File: config.mk
export PLATFORM = sky130hd
export DESIGN_NAME = rom_playback_ctrl_flat
export DESIGN_NICKNAME = d
export VERILOG_FILES = /design/src/rtl/rom_playback_ctrl_if.sv /design/src/rtl/rom_playback_ctrl.sv /design/src/flat_wrapper.sv
export SDC_FILE = /design/constraint.sdc
export NUM_CORES = 1
export LEC_CHECK = 0
export BUFFER_PORTS_ARGS = -buffer_cell sky130_fd_sc_hd__buf_4
export CORE_MARGIN = 3
export CORE_UTILIZATION = 33
export CTS_CLUSTER_SIZE = 14
export DETAILED_ROUTE_END_ITERATION = 12
export PLACE_DENSITY = 0.61
export RECOVER_POWER = 50
export REMOVE_ABC_BUFFERS = 1
export SYNTH_ARGS = -nofsm -noshare
export SYNTH_HDL_FRONTEND = slang
export SYNTH_SLANG_ARGS = --single-unit
File: constraint.sdc
create_clock -name clk -period 2.3 [get_ports clk]
set_clock_uncertainty 0.05 [all_clocks]
set_input_delay 0.23 -clock clk [delete_from_list [all_inputs] [get_ports clk]]
set_output_delay 0.23 -clock clk [all_outputs]
set_load 0.005 [all_outputs]
File: src/rtl/rom_playback_ctrl_if.sv
// rom_playback_ctrl_if
//   Synchronous read port of the waveform ROM.
//   master : sequencer side (drives rom_ren / rom_addr, receives rom_dout)
//   slave  : ROM side (receives rom_ren / rom_addr, drives rom_dout)
//   Signals:
//     rom_ren   read enable
//     rom_addr  read address
//     rom_dout  read data, valid the cycle after rom_ren
interface rom_playback_ctrl_if #(
    parameter int unsigned WIDTH = 8,
    parameter int unsigned AW    = 10
);
    logic             rom_ren;
    logic [AW-1:0]    rom_addr;
    logic [WIDTH-1:0] rom_dout;

    modport master (output rom_ren, output rom_addr, input rom_dout);
    modport slave  (input rom_ren, input rom_addr, output rom_dout);
endinterface

File: src/rtl/rom_playback_ctrl.sv
// rom_playback_ctrl
//   Plays back an address window of the waveform ROM, one read per sample
//   tick, and re-times the returned words into a valid-qualified stream.
//   Supports single-shot / looping playback, abort and a saturating
//   pass counter.
//   Ports:
//     clk, rst_n            clock, async active-low reset
//     start, stop           begin (IDLE only) / abort (RUN only)
//     loop_en               loop forever vs. single shot, latched on start
//     addr_first/addr_last  window bounds, latched on start
//     tick                  sample-rate enable
//     rom                   ROM read port (master side)
//     sample_out/valid      registered sample stream
//     busy, done            activity flag, end-of-playback pulse
//     loop_cnt              completed window passes, saturating
module rom_playback_ctrl #(
    parameter  int unsigned WIDTH = 8,
    parameter  int unsigned DEPTH = 1024,
    localparam int unsigned AW    = $clog2(DEPTH)
) (
    input  logic                 clk,
    input  logic                 rst_n,
    input  logic                 start,
    input  logic                 stop,
    input  logic                 loop_en,
    input  logic [AW-1:0]        addr_first,
    input  logic [AW-1:0]        addr_last,
    input  logic                 tick,
    rom_playback_ctrl_if.master  rom,
    output logic [WIDTH-1:0]     sample_out,
    output logic                 sample_valid,
    output logic                 busy,
    output logic                 done,
    output logic [15:0]          loop_cnt
);

    typedef enum logic [1:0] {IDLE, RUN, DRAIN} state_t;

    state_t        state_q, state_nxt;
    logic          ren_q, ren_nxt;
    logic          ren_dly_q;
    logic [AW-1:0] addr_q, addr_nxt;
    logic [AW-1:0] cur_q, cur_nxt;
    logic [AW-1:0] first_q, first_nxt;
    logic [AW-1:0] last_q, last_nxt;
    logic          loop_q, loop_nxt;
    logic [15:0]   cnt_q, cnt_nxt;

    // Only matters for non-power-of-two DEPTH where AW can encode
    // addresses beyond the ROM.
    function automatic logic [AW-1:0] clamp(input logic [AW-1:0] a);
        if (32'(a) >= DEPTH) return AW'(DEPTH - 1);
        return a;
    endfunction

    function automatic logic [AW-1:0] next_addr(input logic [AW-1:0] a);
        if (a == AW'(DEPTH - 1)) return '0;
        return a + AW'(1);
    endfunction

    always_comb begin
        state_nxt = state_q;
        ren_nxt   = 1'b0;
        addr_nxt  = addr_q;
        cur_nxt   = cur_q;
        first_nxt = first_q;
        last_nxt  = last_q;
        loop_nxt  = loop_q;
        cnt_nxt   = cnt_q;
        case (state_q)
            IDLE: begin
                if (start) begin
                    loop_nxt  = loop_en;
                    first_nxt = clamp(addr_first);
                    last_nxt  = clamp(addr_last);
                    cur_nxt   = clamp(addr_first);
                    cnt_nxt   = '0;
                    state_nxt = RUN;
                end
            end
            RUN: begin
                if (stop) begin
                    state_nxt = DRAIN;
                end else if (tick) begin
                    ren_nxt  = 1'b1;
                    addr_nxt = cur_q;
                    // Equality on the wrapped cursor covers windows that
                    // span the DEPTH-1 -> 0 wrap as well as one-word windows.
                    if (cur_q == last_q) begin
                        if (loop_q) begin
                            cur_nxt = first_q;
                            if (cnt_q != '1) cnt_nxt = cnt_q + 16'd1;
                        end else begin
                            state_nxt = DRAIN;
                        end
                    end else begin
                        cur_nxt = next_addr(cur_q);
                    end
                end
            end
            DRAIN: begin
                if (!ren_q && !ren_dly_q) state_nxt = IDLE;
            end
            default: state_nxt = IDLE;
        endcase
    end

    always_ff @(posedge clk or negedge rst_n) begin
        if (!rst_n) begin
            state_q      <= IDLE;
            ren_q        <= 1'b0;
            ren_dly_q    <= 1'b0;
            addr_q       <= '0;
            cur_q        <= '0;
            first_q      <= '0;
            last_q       <= '0;
            loop_q       <= 1'b0;
            cnt_q        <= '0;
            sample_out   <= '0;
            sample_valid <= 1'b0;
        end else begin
            state_q      <= state_nxt;
            ren_q        <= ren_nxt;
            ren_dly_q    <= ren_q;
            addr_q       <= addr_nxt;
            cur_q        <= cur_nxt;
            first_q      <= first_nxt;
            last_q       <= last_nxt;
            loop_q       <= loop_nxt;
            cnt_q        <= cnt_nxt;
            sample_valid <= ren_dly_q;
            if (ren_dly_q) sample_out <= rom.rom_dout;
        end
    end

    assign rom.rom_ren  = ren_q;
    assign rom.rom_addr = addr_q;
    assign busy         = (state_q != IDLE);
    // Last DRAIN cycle: coincides with the final sample_valid, if any.
    assign done         = (state_q == DRAIN) && !ren_q && !ren_dly_q;
    assign loop_cnt     = cnt_q;

endmodule

File: src/flat_wrapper.sv
// flat-port wrapper written by rule: the top's interface ports become plain ports
module rom_playback_ctrl_flat 
#(
    parameter  int unsigned WIDTH = 8,
    parameter  int unsigned DEPTH = 1024,
    localparam int unsigned AW    = $clog2(DEPTH)
)
  (clk, rst_n, start, stop, loop_en, addr_first, addr_last, tick, sample_out, sample_valid, busy, done, loop_cnt, rom_rom_ren, rom_rom_addr, rom_rom_dout);
  rom_playback_ctrl_if #(.WIDTH(WIDTH), .AW((10))) rom_i ();
  input  logic clk;
  input  logic rst_n;
  input  logic start;
  input  logic stop;
  input  logic loop_en;
  input  logic [AW-1:0] addr_first;
  input  logic [AW-1:0] addr_last;
  input  logic tick;
  output logic [WIDTH-1:0] sample_out;
  output logic sample_valid;
  output logic busy;
  output logic done;
  output logic [15:0] loop_cnt;
  output wire logic [$bits(rom_i.rom_ren)-1:0] rom_rom_ren;
  output wire logic [$bits(rom_i.rom_addr)-1:0] rom_rom_addr;
  input wire logic [$bits(rom_i.rom_dout)-1:0] rom_rom_dout;
  assign rom_rom_ren = rom_i.rom_ren;
  assign rom_rom_addr = rom_i.rom_addr;
  assign rom_i.rom_dout = rom_rom_dout;
  rom_playback_ctrl #(.WIDTH(WIDTH), .DEPTH(DEPTH)) u_core (.clk(clk), .rst_n(rst_n), .start(start), .stop(stop), .loop_en(loop_en), .addr_first(addr_first), .addr_last(addr_last), .tick(tick), .rom(rom_i), .sample_out(sample_out), .sample_valid(sample_valid), .busy(busy), .done(done), .loop_cnt(loop_cnt));
endmodule
Yosys cells after proc, flatten, opt, wreduce, memory -nomap -nowiden
Index checks and enable logic that the tools add are counted.

storage, ports and cells
  register bits after elaboration = 70
  word-level logic and storage cells = 73
  memory bits (read-only) = 0
  memories = 0
  RAM bits = 0
  input port bits = 34
  bits in latches = 0

cells by class
  equal/unequal tests = 16
  reductions and logical operators = 13
  multiplexer cells = 30
  shift-type cells = 0
  bitwise operators = 1
  divide/modulo/power cells = 0
  $add $sub $neg = 2
  magnitude comparators = 0
  multipliers = 0

operators with widths
  kind                   count
  $mux 16                6
  $mux 10                7
  $pmux 16 s2            1
  $pmux 10 s2            1
  $add 16x1->16 const B  1
  $ne 16x16->1 const B   1
  $mux 2                 6
  $add 10x1->10 const B  1
  $eq 10x10->1           1
  $eq 10x10->1 const B   1
  $reduce_and 5->1       2
  $mux 1                 8
  $ne 2x1->1 const B     4
  $reduce_and 7->1       1
  $ne 2x2->1 const B     3
  $ne 3x2->1 const B     2
  $ne 3x3->1 const B     2
  $pmux 2 s3             1
  $reduce_bool 2->1      2
  $logic_and 1x1->1      3
  $reduce_and 3->1       1
  $eq 2x1->1 const B     1
  $eq 2x2->1 const B     1
  $logic_not 1->1        2
  3 further kinds        3

Depth between registers and ports, before layout
Gate-level depths: netlist of the first run.

  word-level depth = 11
  depth in mapped cells = 8
  gate-level depth less buffers = 7

Least setup slack after synthesis of the first run
Ideal clock, no wire load.

  path type = register to register
  start point = reg u_core.cur_q[0]
  end point = reg u_core.cnt_q[11] (netlist: u_core.loop_cnt[11])
  clock period less this slack = 2038 ps
  path slack = 262 ps
  cell stages (with the launch flop) = 8
  data required time = 2117 ps
  setup time = 133 ps
  data arrival time = 1855 ps
  path through = dfrtp_1 -> xor2_1 -> nor4_2 -> nand4_4 -> o21a_4 -> buf_6 -> o31ai_2 -> o41ai_2

between the ends
  cells in the longest elaborated chain, start to end = 3

RTL lines
  element                            RTL line                  text
  start, declared                    rom_playback_ctrl.sv:43   logic [AW-1:0] cur_q, cur_nxt;
  start signal, assigned             rom_playback_ctrl.sv:126  cur_q <= cur_nxt;
  $eq 10x10->1                       rom_playback_ctrl.sv:89   if (cur_q == last_q) begin
  $ne 2x1->1 (no source line)        --
  $reduce_and 7->1 (no source line)  --
  end signal, assigned               rom_playback_ctrl.sv:130  cnt_q <= cnt_nxt;
  end, declared                      rom_playback_ctrl.sv:47   logic [15:0] cnt_q, cnt_nxt;

Every way passes these cells.
A chain may end at the register's enable or synchronous reset.

Worst setup path in the final report of the first run
  start point = reg u_core.cnt_q[0] (netlist: u_core.loop_cnt[0])
  end point = reg u_core.cnt_q[3] (netlist: u_core.loop_cnt[3])

between the ends
  cells in the longest elaborated chain, start to end = 7

RTL lines
  element        RTL line                 text
  $add 16x1->16  rom_playback_ctrl.sv:92  if (cnt_q != '1) cnt_nxt = cnt_q + 16'd1;
  $mux 16        rom_playback_ctrl.sv:92
  $mux 16        rom_playback_ctrl.sv:90  if (loop_q) begin
  $mux 16        rom_playback_ctrl.sv:89
  $mux 16        rom_playback_ctrl.sv:84  end else if (tick) begin
  $mux 16        rom_playback_ctrl.sv:82  if (stop) begin
  $pmux 16 s2    rom_playback_ctrl.sv:70  case (state_q)

Several ways; a longest one is shown, not always the timed one. The select of a mux whose other input is x is not followed.

==> run summary, run 1 <==
The worst setup path is of the reg -> reg kind. The tools report the total length of routed wires as 8.42 mm. The first-pass iteration count of the detailed router is 4, and the depth of the worst register-to-register path is 7.

Detailed routing placed a total of 3.87 mm of wire on met2. The repair_antennas step left the layout with diodes totalling 0. During I/O placement, the number of pins put on the boundary was 72. Of all nets on the critical path, the largest fanout is 5. The floorplan has 37 rows.

The worst-case setup slack after placement was 0.123 ns. Global routing consumed, over all layers together, 14.4% of the routing resources. The flow ran to the end, and the final reports show no timing, DRC or antenna violations.

The analysis attributes to cell leakage a power of 1.98 nW. The startpoint class of the critical path was a flip-flop. Counting along the longest clock path gives a buffer depth of 2. The final core utilization was 43.1%; the number of warning messages in the yosys log was 0. The fraction of final layout cells sized beyond drive strength 1 is 40.0%, and the minimum period implied by the final worst setup slack is 2.15 ns. Counting distinct cell types in the post-synthesis netlist gives 54. The path class of the tightest hold or removal check is in -> reg. The core box area came out at 10,500 um2.

For this design, the slowest cell found on the critical path is sky130_fd_sc_hd__dfrtp_1. For this run the aggregate overflow at the end of global routing stands at 0. The layout net count is 434, and the final clock period utilization by the worst path is 93.6%. The tool flagged a number of max-cap violations equal to 0.

Clock tree synthesis selected as its root buffer the cell sky130_fd_sc_hd__clkbuf_8. The tools report the number of antenna violations at the first check in global routing as 0. The worst hold path was traced through 2 stages. The first global-routing pass estimated 13.5 mm of wire. TritonCTS built the clock tree. Of all flip-flops after synthesis, the portion carrying an async set or reset was 100%. The number of buffers added on ports was 71; the number of instances in the synthesized netlist was 319. Clock tree synthesis inserted a total of 9 buffers.

The uppermost signal routing layer after detailed routing was met4. The die width was 110 um. The biggest cell delay along the critical path was 0.44 ns; the clock slew seen by the registers of the worst setup and hold paths was 0.07 ns. In this run the power density over the cells is 1180 nW/um2. Entering global routing, the biggest net connects 42 pins. The smallest setup slack after layout is 0.146 ns, and the number of max-slew violations in the final report is 0.

Compared with the post-synthesis result, the final layout area differs by 25.8%. Hold violation count in the final report: 0. Setup repair after global routing left no endpoint under its margin.

The synthesized design contains 70 register bits. The count of nets left with antenna violations once routing finished came out at 0. The H-tree depth is 3, and the synthesized area per cell is 11.2 um2. Sequential elements use 48.8% of the synthesized area.

The tools report the final setup violation count as 0. In this run the tightest slew margin relative to its limit is 30.3%. For the routability congestion estimate from global placement, the log shows 0.829. In the detailed route, the total length drawn on met3 is 514 um. IR analysis of the VDD net gives a maximum drop of 0.605 mV.

Number of instances resized during post-cts repair: 0. The wire length per cell works out to 15.6 um. For this run, the leading register cell type out of synthesis is sky130_fd_sc_hd__dfrtp_1. The overall die height is 110 um, and the detailed placement HPWL is 6.13 mm.

The via count of the routed design is 2,768. The slew at the pin closest to its max-slew limit was 1.05 ns; the number of global-route vias before repair was 2,660. The synthesized netlist occupies a cell area of 3590 um2. The later pin in the worst-skew pair is clocked with a latency of 0.34 ns. The starting density of the core is 34.3%, and the length of routed wiring on met1 is 3.95 mm. The clock sink count came out at 70.

In the layout the commonest cells are sky130_fd_sc_hd__dfrtp_1 (70), sky130_fd_sc_hd__buf_4 (64), sky130_fd_sc_hd__mux2_2 (38). For the worst path required time, the log shows 2.48 ns. Data arrives at the worst endpoint at 2.34 ns. The die covers 12,200 um2. The number of DRC markers in iteration 0 was 117. Traced cell by cell, the critical path runs through ha_1 > nand4_1 > buf_4 > o31ai_4 > nor3_1 > mux2_1 > a22o_1. After detailed routing, the number of vias per cell comes to 5.14. After detailed routing, the number of remaining DRC violations is 0. The most frequent standard cell in the layout excluding fill and tap cells was sky130_fd_sc_hd__dfrtp_1. Yosys mapped a number of flops with a built-in enable equal to 0.

The design draws 5.33 mW. STA classifies the critical path endpoint as a flip-flop. The tools report the highest clock rate as 0.464 GHz.
cell usage after synthesis, drive strengths merged, types with 3 or more instances:
| cell | instances | share of area [%] |
|---|---|---|
| nor2 | 16 | 1.9 |
| or2 | 4 | 0.70 |
| nand2 | 26 | 2.8 |
| o31ai | 12 | 3.7 |
| xor2 | 13 | 3.4 |
| a21oi | 3 | 0.42 |
| buf | 12 | 2.2 |
| a22oi | 10 | 2.1 |
| nand3 | 16 | 2.2 |
| a221o | 5 | 1.4 |
| mux2 | 40 | 13 |
| xnor2 | 3 | 0.73 |
| and2 | 3 | 0.52 |
| nor4 | 7 | 1.8 |
| and4 | 3 | 0.73 |
| nand4 | 5 | 1.5 |
| inv | 3 | 0.31 |
| nor3 | 3 | 0.42 |
| dfrtp | 70 | 49 |
| a31oi | 4 | 0.70 |
| clkbuf | 11 | 1.2 |
| o41ai | 3 | 1.4 |
| o21ai | 26 | 3.6 |
flip-flops by register name, indices dropped and copies added (netlist names):
| register | flops |
|---|---|
| u_core.last_q | 10 |
| u_core.loop_q | 1 |
| u_core.ren_dly_q | 1 |
| u_core.sample_valid | 1 |
| u_core.state_q | 2 |
| u_core.loop_cnt | 16 |
| u_core.rom.rom_ren | 1 |
| u_core.cur_q | 10 |
| u_core.rom.rom_addr | 10 |
| u_core.first_q | 10 |
| u_core.sample_out | 8 |
worst paths after layout:
| path | startpoint | end | slack [ns] |
|---|---|---|---|
| min in group asynchronous | rst_n | u_core.loop_cnt[13] | 0.56 |
| worst min-delay path | rom_rom_dout[3] | u_core.sample_out[3] | 0.07 |
| max in group asynchronous | rst_n | u_core.loop_cnt[10] | 0.65 |
| worst max-delay path | u_core.loop_cnt[0] | u_core.loop_cnt[3] | 0.15 |
| worst max register to register | u_core.loop_cnt[0] | u_core.loop_cnt[3] | 0.15 |
| worst min register to register | u_core.rom.rom_ren | u_core.ren_dly_q | 0.38 |
through the flow:
stage | instances | TNS (ns) | hold slack (ns) | cell area [um2]
global route | 539 | 0 | 0.0444 | 4510
CTS | 537 | 0 | 0.0472 | 4520
detailed placement | 520 | 0 | 0.198 | 4310
finish | 539 | 0 | 0.0672 | 4510
floorplan | 296 | -16.52 | -0.116 | 3470
global placement | 520 | 0 | 0.195 | 4310
logic make-up (layout without fill, tap and decap cells):
logic type	count (synthesis)	count (layout)	share of synthesized area [%]
XOR/XNOR	16	16	4.12
buffers and inverters	26	110	3.63
multiplexers	41	41	12.8
AO/OA/AOI/OAI	73	73	15.8
adder cells (fa/ha/maj)	2	2	0.698
flip-flops	70	70	48.8
AND/OR/NAND/NOR	91	91	14.1
critical path, delay by kind of cell, from the launching register on:
family                     cells  cell delay [ns]
buffers and inverters          1             0.20
DFF                            1             0.44
and+or+nand+nor                2             0.27
muxes                          1             0.32
adders and majority gates      1             0.25
AOI/OAI and AO/OA              2             0.52
layout make-up:
| type | count | area, um2 |
|---|---|---|
| Fill cell | 1030 | 5950 |
| Sequential cell | 70 | 1750 |
| Multi-Input combinational cell | 223 | 1710 |
| Timing Repair Buffer | 91 | 672 |
| Tap cell | 136 | 170 |
| Clock buffer | 10 | 138 |
| Clock inverter | 6 | 61.3 |
| Inverter | 3 | 11.3 |
metal layers:
layer	track usage [%]	vias up
li1	-	1331
met4	4.66	0
met2	22.3	88
met3	3.32	9
met1	20.0	1340
met5	0	-
power by group:
| part | internal (mW) | total [mW] | switching (mW) |
|---|---|---|---|
| Clock | 0.526 | 0.994 | 0.468 |
| Sequential | 1.72 | 2.16 | 0.440 |
| Combinational | 1.15 | 2.17 | 1.02 |
repair_timing:
action	4_1_cts	5_1_grt
endpoints found under the hold margin	39	0
setup endpoints to repair	0	1
buffers inserted	0	2
hold buffers	1	0
Note: power is estimated with default switching activity, not from simulation.
==> run 2, diff against run 1 <==
--- a/config.mk
+++ b/config.mk
@@ -6,11 +6,13 @@
 export NUM_CORES = 1
 export LEC_CHECK = 0
 export BUFFER_PORTS_ARGS = -buffer_cell sky130_fd_sc_hd__buf_4
+export CELL_PAD_IN_SITES_DETAIL_PLACEMENT = 1
+export CELL_PAD_IN_SITES_GLOBAL_PLACEMENT = 2
 export CORE_MARGIN = 3
 export CORE_UTILIZATION = 33
 export CTS_CLUSTER_SIZE = 14
 export DETAILED_ROUTE_END_ITERATION = 12
-export PLACE_DENSITY = 0.61
+export PLACE_DENSITY = 0.84
 export RECOVER_POWER = 50
 export REMOVE_ABC_BUFFERS = 1
 export SYNTH_ARGS = -nofsm -noshare
==> run summary, run 2 (synthesized netlist as in run 1, its figures left out) <==
The run finished, with violations left. The final reports fail on max-capacitance violations, max-slew violations. The detailed placement HPWL came out at 6.66 mm. The startpoint class of the critical path is a flip-flop.

Once detail routing completed, the nets flagged for antenna violations numbered 0. For this run, the top clock speed supported by timing is 0.468 GHz. No sink is reached through more buffers than the 2 on the longest clock path. Once the floorplan was initialized, standard cells occupied 34.3% of the core.

Entering global routing, the biggest net connects 71 pins. The logs give 71 for the number of max-slew violations in the final report and 0.777 for the routability congestion estimate from global placement. The global-route wire length before repair was 15.3 mm. The floorplan step defined a die boundary enclosing 12,200 um2. The slowest stage of the critical path is the sky130_fd_sc_hd__dfrtp_1 cell. For the number of buffers created by CTS, the log shows 9. The area growth from synthesis to layout is 27.0%. 0 antenna diodes ended up in the layout.

Cells fill 43.5% of the core in the end. The H-tree depth came out at 3. The top cell types in the final layout, fill and taps aside, are sky130_fd_sc_hd__dfrtp_1 (70), sky130_fd_sc_hd__buf_4 (56), sky130_fd_sc_hd__mux2_2 (38). After filler insertion, the fill cell instance count of the layout stands at 1,203. After global routing the overflow that remains totals 0. STA classifies the critical path endpoint as a flip-flop. After layout, the worst path uses 93.0% of the clock period.

After detailed routing, the average wire length per cell comes to 17.4 um. The run gives 521 as the number of placed instances with taps included. The overall die height is 110 um, and the core box area is 10,500 um2. The count of placed standard cells in the final layout, fillers left out was 542. The total of max-cap violations was 1. Detailed-route vias per instance: 5.23. Data on the critical path arrives at its endpoint at 2.33 ns.

The remaining routing DRC violations is 0, and the leakage power is 1.99 nW. IR analysis of the VDD net gives a maximum drop of 0.458 mV. Critical setup path kind: reg -> reg. After the last flow step, the layout net total stands at 438. The hold violation count in the final report was 0; the minimum period implied by the final worst setup slack was 2.14 ns. Leaving out fill and tap cells, the most frequent cell in the layout is sky130_fd_sc_hd__dfrtp_1. During I/O placement, the number of pins put on the boundary was 72.

The die width works out to 110 um. The signal on the critical path passes through xor2_1 > nor4_2 > nand4_4 > nor2_4 > nand2_2 > o41ai_2. For the overall power consumption, the log shows 5.50 mW.

The first detailed-routing pass took 4 iterations. Setup violations remaining at the end of the flow were counted as 0. The slew at the pin closest to its max-slew limit was 1.56 ns; the worst-case setup slack after placement was 0.113 ns. The clock reaches the later pin of the worst-skew pair after 0.34 ns. Setup repair after global routing left no endpoint under its margin. For the clock sink count, the log shows 70.

Across every metal layer, demand over resource in global routing totals 16.4%. The flip-flop count of the largest register after layout is 16, and the total power density per cell area is 1210 nW/um2. The tightest min-delay check is of the in -> reg type.

The biggest cell delay along the critical path was 0.45 ns. The number of global-route vias before repair was 2,960; the fraction of final layout cells sized beyond drive strength 1 was 40.1%. Worst path required time: 2.49 ns.

TritonCTS built the clock tree. The clock slew seen by the registers of the worst setup and hold paths was 0.08 ns; the via count of the routed design was 2,832. The highest fanout seen on the critical path was 7.

After detailed routing, the total wire length is 9.45 mm. In this run, the number of DRC markers left after iteration 0 of detailed routing was 128. Clock tree synthesis selected as its root buffer the cell sky130_fd_sc_hd__clkbuf_8. The smallest setup slack after layout is 0.161 ns.

After floorplanning, the core was divided into 37 placement rows. The worst slew margin relative to its limit came out at -3.92%. Port buffering added 71 buffers. The number of antenna violations at the first check in global routing was 0.
-- run 2: cell types whose count changed in the layout (fill, tap and decap cells not counted), sizes merged --
| cell | before | now |
|---|---|---|
| bufinv | 1 | 2 |
| clkinv | 4 | 1 |
| clkbuf | 35 | 47 |
| buf | 65 | 58 |
-- run 2: per-layer routing --
layer	vias up	part of all wire, %	global-route usage, %
li1	1334	-	-
met1	1436	47	22.3
met2	53	48	26.5
met3	9	3.4	2.39
met4	0	1.2	6.33
met5	-	0	0
-- run 2: through the flow --
stage / cell area (um2) / hold slack, ns / TNS, ns
after detailed placement: 4320 / 0.370 / 0
after floorplan: 3470 / -0.116 / -16.52
after global routing: 4550 / 0.0476 / 0
after CTS: 4530 / 0.0448 / 0
final: 4550 / 0.0640 / 0
after global placement: 4320 / 0.363 / 0
-- run 2: final timing paths --
kind | start | end | slack [ns] | cells after the start
setup / recovery | u_core.cur_q[1] | u_core.loop_cnt[12] | 0.16 | 6
hold / removal | addr_last[2] | u_core.last_q[2] | 0.06 | 2
setup reg to reg | u_core.cur_q[1] | u_core.loop_cnt[12] | 0.16 | 6
hold reg to reg | u_core.rom.rom_ren | u_core.ren_dly_q | 0.39 | 0
max in group asynchronous | rst_n | u_core.rom.rom_addr[2] | 0.47 | 2
min in group asynchronous | rst_n | u_core.loop_cnt[14] | 0.79 | 2
-- run 2: cell type report --
| class | instances | area [um2] | share of cell area (%) |
|---|---|---|---|
| clock inverter | 4 | 72.6 | 1.59 |
| multi-input combinational | 223 | 1710 | 37.5 |
| tap | 136 | 170 | 3.74 |
| clock buffer | 11 | 131 | 2.89 |
| inverter | 3 | 11.3 | 0.247 |
| timing repair buffer | 95 | 707 | 15.5 |
| sequential | 70 | 1750 | 38.5 |
-- run 2: timing repair --
action | CTS | global route
setup buffers | 0 | 5
hold endpoints to repair | 59 | 0
hold buffers | 1 | 0
endpoints found under the setup margin | 0 | 12
resized for setup | 0 | 1
-- run 2: report_power, final --
| group | total (mW) | internal (mW) | switching (mW) |
|---|---|---|---|
| clock | 1.06 | 0.604 | 0.457 |
| sequential | 2.15 | 1.72 | 0.429 |
| combinational | 2.29 | 1.16 | 1.12 |
| total | 5.50 | 3.49 | 2.01 |
-- run 2: worst max-delay path: cells and delay by family, from the launching register on --
kind / cells / cell delay (ns)
DFF: 1 / 0.45
and+or+nand+nor: 4 / 1.00
xor gates and xnor gates: 1 / 0.17
AOI/OAI and AO/OA: 1 / 0.35
